File: config.mk
export PLATFORM = sky130hd
export DESIGN_NAME = des_iter_ctrl
export DESIGN_NICKNAME = d
export VERILOG_FILES = /design/src/rtl/des_iter_ctrl.sv
export SDC_FILE = /design/constraint.sdc
export NUM_CORES = 1
export LEC_CHECK = 0
export ABC_CLOCK_PERIOD_IN_PS = 4900
export CORE_AREA = 2 2 143 110
export CTS_CLUSTER_SIZE = 12
export DETAILED_ROUTE_END_ITERATION = 16
export DIE_AREA = 0 0 145 112
export PLACE_DENSITY = 0.7
export SETUP_SLACK_MARGIN = 0.3
export SLEW_MARGIN = 20
export SYNTH_ARGS = -nofsm -noshare
export SYNTH_HDL_FRONTEND = slang
export SYNTH_SLANG_ARGS = --single-unit
File: constraint.sdc
create_clock -name clk -period 4.9 [get_ports clk]
set_clock_uncertainty 0.15 [all_clocks]
set_input_delay 0.98 -clock clk [delete_from_list [all_inputs] [get_ports clk]]
set_output_delay 0.98 -clock clk [all_outputs]
set_load 0.1 [all_outputs]
File: src/rtl/des_iter_ctrl.sv
// Iterative DES engine controller: ROUNDS_PER_CYCLE Feistel rounds per clock with an
// on-the-fly PC1/rotate/PC2 subkey schedule, encrypt or decrypt per block.
module des_iter_ctrl #(
  parameter int ROUNDS_PER_CYCLE = 1
) (
  input  logic        clk,
  input  logic        rst,
  input  logic        in_valid,
  output logic        in_ready,
  input  logic        decrypt,
  input  logic [63:0] key,
  input  logic [63:0] data_in,
  output logic        out_valid,
  input  logic        out_ready,
  output logic [63:0] data_out,
  output logic        busy
);
  localparam int RPC = ROUNDS_PER_CYCLE;

  // Tables list FIPS bit numbers (1 = MSB of the source vector).
  localparam int IP_T [64] = '{58,50,42,34,26,18,10,2, 60,52,44,36,28,20,12,4,
                               62,54,46,38,30,22,14,6, 64,56,48,40,32,24,16,8,
                               57,49,41,33,25,17,9,1,  59,51,43,35,27,19,11,3,
                               61,53,45,37,29,21,13,5, 63,55,47,39,31,23,15,7};
  localparam int FP_T [64] = '{40,8,48,16,56,24,64,32, 39,7,47,15,55,23,63,31,
                               38,6,46,14,54,22,62,30, 37,5,45,13,53,21,61,29,
                               36,4,44,12,52,20,60,28, 35,3,43,11,51,19,59,27,
                               34,2,42,10,50,18,58,26, 33,1,41,9,49,17,57,25};
  localparam int E_T [48] = '{32,1,2,3,4,5, 4,5,6,7,8,9, 8,9,10,11,12,13, 12,13,14,15,16,17,
                              16,17,18,19,20,21, 20,21,22,23,24,25, 24,25,26,27,28,29, 28,29,30,31,32,1};
  localparam int P_T [32] = '{16,7,20,21,29,12,28,17, 1,15,23,26,5,18,31,10,
                              2,8,24,14,32,27,3,9,    19,13,30,6,22,11,4,25};
  localparam int PC1_T [56] = '{57,49,41,33,25,17,9, 1,58,50,42,34,26,18,
                                10,2,59,51,43,35,27, 19,11,3,60,52,44,36,
                                63,55,47,39,31,23,15, 7,62,54,46,38,30,22,
                                14,6,61,53,45,37,29, 21,13,5,28,20,12,4};
  localparam int PC2_T [48] = '{14,17,11,24,1,5, 3,28,15,6,21,10, 23,19,12,4,26,8, 16,7,27,20,13,2,
                                41,52,31,37,47,55, 30,40,51,45,33,48, 44,49,39,56,34,53, 46,42,50,36,29,32};
  // One 64-bit word per S-box row, column 0 in the top nibble; S1 rows first.
  localparam logic [63:0] SBOX_ROWS [32] = '{
    64'hE4D12FB83A6C5907, 64'h0F74E2D1A6CB9538, 64'h41E8D62BFC973A50, 64'hFC8249175B3EA06D,
    64'hF18E6B34972DC05A, 64'h3D47F28EC01A69B5, 64'h0E7BA4D158C6932F, 64'hD8A13F42B67C05E9,
    64'hA09E63F51DC7B428, 64'hD709346A285ECBF1, 64'hD6498F30B12C5AE7, 64'h1AD069874FE3B52C,
    64'h7DE3069A1285BC4F, 64'hD8B56F03472C1AE9, 64'hA690CB7DF13E5284, 64'h3F06A1D8945BC72E,
    64'h2C417AB6853FD0E9, 64'hEB2C47D150FA3986, 64'h421BAD78F9C5630E, 64'hB8C71E2D6F09A453,
    64'hC1AF92680D34E75B, 64'hAF427C9561DE0B38, 64'h9EF528C3704A1DB6, 64'h432C95FABE17608D,
    64'h4B2EF08D3C975A61, 64'hD0B7491AE35C2F86, 64'h14BDC37EAF680592, 64'h6BD814A7950FE23C,
    64'hD2846FB1A93E50C7, 64'h1FD8A374C56B0E92, 64'h7B419CE206ADF358, 64'h21E74A8DFC90356B};

  function automatic logic [63:0] perm_ip(input logic [63:0] x);
    logic [63:0] o;
    for (int i = 0; i < 64; i++) o[6'(63-i)] = x[6'(64-IP_T[i])];
    return o;
  endfunction

  function automatic logic [63:0] perm_fp(input logic [63:0] x);
    logic [63:0] o;
    for (int i = 0; i < 64; i++) o[6'(63-i)] = x[6'(64-FP_T[i])];
    return o;
  endfunction

  function automatic logic [47:0] expand(input logic [31:0] x);
    logic [47:0] o;
    for (int i = 0; i < 48; i++) o[6'(47-i)] = x[5'(32-E_T[i])];
    return o;
  endfunction

  function automatic logic [31:0] perm_p(input logic [31:0] x);
    logic [31:0] o;
    for (int i = 0; i < 32; i++) o[5'(31-i)] = x[5'(32-P_T[i])];
    return o;
  endfunction

  function automatic logic [55:0] pc1(input logic [63:0] x);
    logic [55:0] o;
    for (int i = 0; i < 56; i++) o[6'(55-i)] = x[6'(64-PC1_T[i])];
    return o;
  endfunction

  function automatic logic [47:0] pc2(input logic [55:0] x);
    logic [47:0] o;
    for (int i = 0; i < 48; i++) o[6'(47-i)] = x[6'(56-PC2_T[i])];
    return o;
  endfunction

  function automatic logic [31:0] feistel(input logic [31:0] r, input logic [47:0] k);
    logic [47:0] x;
    logic [31:0] s;
    logic [5:0]  b;
    logic [63:0] row;
    x = expand(r) ^ k;
    for (int i = 0; i < 8; i++) begin
      b   = x[6'(6*i) +: 6];
      row = SBOX_ROWS[5'((7-i)*4 + int'({b[5], b[0]}))];
      s[5'(4*i) +: 4] = row[6'(60 - 4*int'(b[4:1])) +: 4];
    end
    return perm_p(s);
  endfunction

  function automatic logic shift_two(input int r);
    return !(r == 0 || r == 1 || r == 8 || r == 15);
  endfunction

  // Decrypt walks the schedule backwards: round 0 reuses C0/D0 (== C16/D16).
  function automatic logic [55:0] key_next(input logic [55:0] cd, input logic dec, input int r);
    logic [27:0] c, d;
    logic        two;
    c   = cd[55:28];
    d   = cd[27:0];
    two = 1'b0;
    if (!dec) begin
      two = shift_two(r);
      c = two ? {c[25:0], c[27:26]} : {c[26:0], c[27]};
      d = two ? {d[25:0], d[27:26]} : {d[26:0], d[27]};
    end else if (r != 0) begin
      two = shift_two(16 - r);
      c = two ? {c[1:0], c[27:2]} : {c[0], c[27:1]};
      d = two ? {d[1:0], d[27:2]} : {d[0], d[27:1]};
    end
    return {c, d};
  endfunction

  typedef enum logic [1:0] {IDLE, ROUND, DONE} state_t;

  state_t      state_q, state_d;
  logic [4:0]  rcnt_q, rcnt_d;
  logic        dec_q, dec_d;
  logic [31:0] l_q, l_d, r_q, r_d;
  logic [55:0] cd_q, cd_d;
  logic [63:0] dout_q, dout_d;
  logic [31:0] l_ch [RPC+1];
  logic [31:0] r_ch [RPC+1];
  logic [55:0] cd_ch [RPC+1];

  always_comb begin
    l_ch[0]  = l_q;
    r_ch[0]  = r_q;
    cd_ch[0] = cd_q;
    for (int j = 0; j < RPC; j++) begin
      cd_ch[j+1] = key_next(cd_ch[j], dec_q, int'(rcnt_q) + j);
      l_ch[j+1]  = r_ch[j];
      r_ch[j+1]  = l_ch[j] ^ feistel(r_ch[j], pc2(cd_ch[j+1]));
    end
  end

  always_comb begin
    state_d = state_q;
    rcnt_d  = rcnt_q;
    dec_d   = dec_q;
    l_d     = l_q;
    r_d     = r_q;
    cd_d    = cd_q;
    dout_d  = dout_q;
    case (state_q)
      IDLE: if (in_valid) begin
        {l_d, r_d} = perm_ip(data_in);
        cd_d       = pc1(key);
        dec_d      = decrypt;
        rcnt_d     = '0;
        state_d    = ROUND;
      end
      ROUND: begin
        l_d    = l_ch[RPC];
        r_d    = r_ch[RPC];
        cd_d   = cd_ch[RPC];
        rcnt_d = rcnt_q + 5'(RPC);
        if (int'(rcnt_q) + RPC == 16) begin
          dout_d  = perm_fp({r_ch[RPC], l_ch[RPC]});
          state_d = DONE;
        end
      end
      DONE: if (out_ready) state_d = IDLE;
      default: state_d = IDLE;
    endcase
  end

  always_ff @(posedge clk) begin
    if (rst) begin
      state_q <= IDLE;
      rcnt_q  <= '0;
      dout_q  <= '0;
    end else begin
      state_q <= state_d;
      rcnt_q  <= rcnt_d;
      dout_q  <= dout_d;
    end
  end

  always_ff @(posedge clk) begin
    l_q   <= l_d;
    r_q   <= r_d;
    cd_q  <= cd_d;
    dec_q <= dec_d;
  end

  assign in_ready  = (state_q == IDLE) && !rst;
  assign out_valid = (state_q == DONE);
  assign busy      = (state_q != IDLE);
  assign data_out  = dout_q;
endmodule

==> impl_results.html, run 1 <==
<table>
<tr><th>Metric</th><th>Value</th></tr>
<tr><th colspan="2">Run status</th></tr>
<tr><td>Run status</td><td>complete, no violations</td></tr>
<tr><th colspan="2">Die</th></tr>
<tr><td>Starting Density</td><td>0.390</td></tr>
<tr><td>Floorplan die area</td><td>16200 um^2</td></tr>
<tr><td>Vertical die dimension</td><td>approximately 110 um</td></tr>
<tr><td>Boundary pin count</td><td>200</td></tr>
<tr><td>Site Rows</td><td>39</td></tr>
<tr><td>Core region area</td><td>roughly 15000 um^2</td></tr>
<tr><td>Die boundary width</td><td>between 100 and 150 um</td></tr>
<tr><th colspan="2">Synthesis</th></tr>
<tr><td>Gate count of the mapped netlist</td><td>609</td></tr>
<tr><td>Post-synth top flop</td><td>edfxtp_1</td></tr>
<tr><td>Total of warnings raised by yosys</td><td>0</td></tr>
<tr><td>Synth Register Bits</td><td>79</td></tr>
<tr><td>FFs w/ async S/R, synth</td><td>0</td></tr>
<tr><td>Post-Syn Area</td><td>roughly 5800 um^2</td></tr>
<tr><td>Top cell type's share of synthesized area</td><td>0.290</td></tr>
<tr><td>Ranking of synthesized cells by area</td><td>edfxtp_1 (29%), mux2i_1 (8.1%), dfxtp_1 (7.9%), buf_4 (6.5%), nor2_1 (3.7%)</td></tr>
<tr><td>Largest area contributor in the synthesized netlist</td><td>edfxtp_1</td></tr>
<tr><td>Portion of the post-synthesis area used by sequential elements</td><td>0.369</td></tr>
<tr><td>EDFF count, synth</td><td>56</td></tr>
<tr><td>Distinct cells, synth</td><td>86</td></tr>
<tr><td>Mean area per synthesized cell</td><td>9.52 um^2</td></tr>
<tr><th colspan="2">Drt</th></tr>
<tr><td>Vias per cell</td><td>5.51</td></tr>
<tr><td>Detailed router's first-iteration violation count</td><td>506</td></tr>
<tr><td>Post-DR wirelength/cell</td><td>17.7 um</td></tr>
<tr><td>Length of the first detailed-routing pass in iterations</td><td>5</td></tr>
<tr><td>Number of antenna-violating nets in the routed design</td><td>0</td></tr>
<tr><td>Routed WL</td><td>15400 um</td></tr>
<tr><td>DRC violations left</td><td>0</td></tr>
<tr><td>Total number of vias</td><td>4787</td></tr>
<tr><th colspan="2">Hold path</th></tr>
<tr><td>Count of cells along the worst hold path</td><td>2</td></tr>
<tr><td>Source of the worst hold timing path</td><td>r_q[29]</td></tr>
<tr><td>End point of the worst hold path</td><td>data_out[23]</td></tr>
<tr><td>Worst hold path class</td><td>reg2reg</td></tr>
<tr><th colspan="2">Power</th></tr>
<tr><td>Power Dens Cells</td><td>355 nW/um^2</td></tr>
<tr><td>Highest ir drop seen on vdd</td><td>0.178 mV</td></tr>
<tr><td>Cell leakage power</td><td>between 0.002 and 0.003 uW</td></tr>
<tr><th colspan="2">Finish</th></tr>
<tr><td>Layout cell share with drive strength beyond 1</td><td>0.136</td></tr>
<tr><td>Final design utilization</td><td>0.453</td></tr>
<tr><td>Area of combinational cells with multiple inputs</td><td>3260 um^2</td></tr>
<tr><td>Most frequent cells in the layout</td><td>nor2_1 (57), edfxtp_1 (56), clkdlybuf4s50_1 (50), conb_1 (48), mux2i_1 (47)</td></tr>
<tr><td>Diodes inserted</td><td>0</td></tr>
<tr><td>Area Growth Syn to Fin</td><td>16.3%</td></tr>
<tr><td>FILL cells</td><td>1412</td></tr>
<tr><td>Area taken by flip-flops and latches</td><td>2140 um^2</td></tr>
<tr><td>Most common cell after layout, fill and taps aside</td><td>nor2_1</td></tr>
<tr><td># nets final</td><td>803</td></tr>
<tr><th colspan="2">Worst setup path</th></tr>
<tr><td>Type of element launching the critical path</td><td>flop</td></tr>
<tr><td>Category of the worst setup path capture point</td><td>flop</td></tr>
<tr><td>Reg2Reg Setup Slack</td><td>0.56 ns</td></tr>
<tr><td>Critical path arrival</td><td>4.27 ns</td></tr>
<tr><td>Worst Path Class, Setup</td><td>reg2reg</td></tr>
<tr><td>Endpoint of the lowest-slack register-to-register path</td><td>r_q[5]</td></tr>
<tr><td>Critical path peak fanout</td><td>15</td></tr>
<tr><td>Critical R2R Launch</td><td>rcnt_q[0]</td></tr>
<tr><td>Worst Reg2Reg Path Length in Cells</td><td>15</td></tr>
<tr><td>Endpoint required time on the critical path</td><td>4.83 ns</td></tr>
<tr><th colspan="2">CTS</th></tr>
<tr><td>TritonCTS clock tree</td><td>built</td></tr>
<tr><td>Clock tree root buffer cell</td><td>clkbuf_16</td></tr>
<tr><td>Number of buffers created by CTS</td><td>9</td></tr>
<tr><td>Total number of clock tree sinks</td><td>79</td></tr>
<tr><td>Maximum number of buffers from clock root to sink</td><td>2</td></tr>
<tr><td>Number of H-tree levels</td><td>3</td></tr>
<tr><td>Clock insertion delay at the later pin of the skew report</td><td>0.34 ns</td></tr>
<tr><td>Clock Pin Slew Worst Setup and Hold Paths</td><td>0.07 ns</td></tr>
<tr><th colspan="2">GRT</th></tr>
<tr><td>Global route overflow</td><td>0</td></tr>
<tr><td>Via count of the first global-routing pass</td><td>4499</td></tr>
<tr><td>Largest net degree at the start of global routing</td><td>56</td></tr>
<tr><td>Initial antenna violation count</td><td>0</td></tr>
<tr><td>GR Util All Layers</td><td>0.189</td></tr>
<tr><td>First-pass GRT wire length</td><td>24600 um</td></tr>
<tr><th colspan="2">Placement</th></tr>
<tr><td>Half-perimeter wire length after detailed placement</td><td>10900 um</td></tr>
<tr><td>IO buf count</td><td>51</td></tr>
<tr><td>Gpl congestion</td><td>0.920</td></tr>
<tr><th colspan="2">Timing</th></tr>
<tr><td>Max-slew violations</td><td>0</td></tr>
<tr><td>Minimum clock period after layout</td><td>4.34 ns</td></tr>
<tr><td>Tightest slew margin relative to the limit</td><td>0.337</td></tr>
<tr><td>Minimum hold slack</td><td>about 0.33 ns</td></tr>
<tr><td>Setup repair after global routing missed its margin</td><td>true</td></tr>
<tr><td>Final hold viol count</td><td>0</td></tr>
<tr><td>Setup TNS</td><td>0 ns</td></tr>
<tr><td>Share of the cycle needed by the critical path after routing</td><td>0.886</td></tr>
<tr><td>Setup-violating endpoint count in the final report</td><td>0</td></tr>
<tr><td>Actual transition at the worst max-transition pin</td><td>0.992 ns</td></tr>
<tr><td>Highest clock rate</td><td>0.230 GHz</td></tr>
<tr><th colspan="2">Job</th></tr>
<tr><td>MaxCap Viol Count</td><td>0</td></tr>
</table>
==> cell families (layout without fill, tap and decap cells) <==
logic type	Yosys count	after routing	share of synthesized area
AOI/OAI and AO/OA	146	146	0.195
xor gates and xnor gates	17	17	0.0293
adders and majority gates	11	11	0.0237
buffers and inverters	102	110	0.106
DFF	79	79	0.369
muxes	59	59	0.104
other	1	48	0.000647
and+or+nand+nor	194	194	0.171
==> worst max-delay path, stage by stage, from the launching register on <==
cell and delay (ns):
dfxtp_2 0.43, inv_1 0.09, ha_1 0.31, nor3b_1 0.18
ha_1 0.22, nor2_1 0.20, o31ai_4 0.19, buf_4 0.27
mux2_1 0.23, o22ai_1 0.15, or4_1 0.56, and2_1 0.20
or3_1 0.35, a31oi_1 0.31, xnor2_1 0.17, o21ai_1 0.08
==> area by class of cell <==
class                           count  area share
Sequential cell                    79       0.318
Clock inverter                      7      0.0130
Inverter                           18      0.0106
Timing Repair Buffer               76       0.103
Multi-Input combinational cell    475       0.484
Clock buffer                        9      0.0334
Tap cell                          205      0.0380
==> metal layers <==
| metal | vias to the layer above | wire, um | global-route usage | share of wire |
|---|---|---|---|---|
| li1 | 2248 | - | - | - |
| met1 | 2339 | 7240 | 0.275 | 0.47 |
| met2 | 181 | 7010 | 0.288 | 0.46 |
| met3 | 19 | 944 | 0.0381 | 0.061 |
| met4 | 0 | 169 | 0.0475 | 0.011 |
| met5 | - | 0 | 0 | 0 |
==> worst max path at each step <==
stage / start / endpoint / slack [ns] / depth (start not counted)
floorplan: rcnt_q[0] / r_q[3] / 0.94 / 16
global placement: rcnt_q[0] / r_q[10] / 0.51 / 15
detailed placement: rcnt_q[0] / r_q[10] / 0.34 / 15
CTS: rcnt_q[0] / r_q[10] / 0.32 / 16
global route: rcnt_q[0] / r_q[10] / 0.25 / 16
finish: rcnt_q[0] / r_q[5] / 0.56 / 15
==> per-stage QoR <==
| step | setup slack, ns | instances | instance area, um^2 | total power, uW |
|---|---|---|---|---|
| after CTS | 0.324 | 862 | 6650 | 2380 |
| after global routing | 0.247 | 869 | 6740 | 2500 |
| after global placement | 0.507 | 844 | 6320 | 1630 |
| final | 0.557 | 869 | 6740 | 2390 |
| after floorplan | 0.942 | 656 | 5980 | 1510 |
| after detailed placement | 0.336 | 844 | 6320 | 1660 |
==> power by group <==
part	internal (uW)	switching [uW]
Clock	408	306
Sequential	794	66.2
Combinational	282	538
==> flip-flops by register name, summed over array words and instances (netlist names) <==
signal,cells
cd_q,28
data_out,16
dec_q,1
l_q,7
r_q,20
rcnt_q,5
state_q,2
==> cell usage after synthesis (7+ instances only) <==
| cell type | number |
|---|---|
| a21oi_1 | 15 |
| inv_1 | 18 |
| buf_4 | 50 |
| a311o_1 | 7 |
| o21ai_0 | 23 |
| xnor2_1 | 10 |
| o221ai_1 | 7 |
| ha_1 | 11 |
| a31oi_1 | 9 |
| clkbuf_1 | 23 |
| nand3_1 | 8 |
| mux2i_1 | 47 |
| edfxtp_1 | 56 |
| o21a_1 | 9 |
| nor2_1 | 57 |
| nand2_1 | 45 |
| and2_1 | 18 |
| dfxtp_1 | 23 |
| or3_1 | 7 |
| nor3_1 | 15 |
| nand2b_1 | 9 |
| mux2_2 | 10 |
==> repair_timing <==
item	CTS	global route
endpoints found under the setup margin	1	5
hold endpoints to repair	0	0
gates resized for setup	0	9
setup buffers	2	7
hold buffers	0	0
(Power assumes the default switching activity.)
==> run 2, diff against run 1 <==
Settings changed: ABC_CLOCK_PERIOD_IN_PS 4900 to not set.
==> results of run 2 <==
Same layout as run 1: the final DEF is identical, and so are final timing and power.
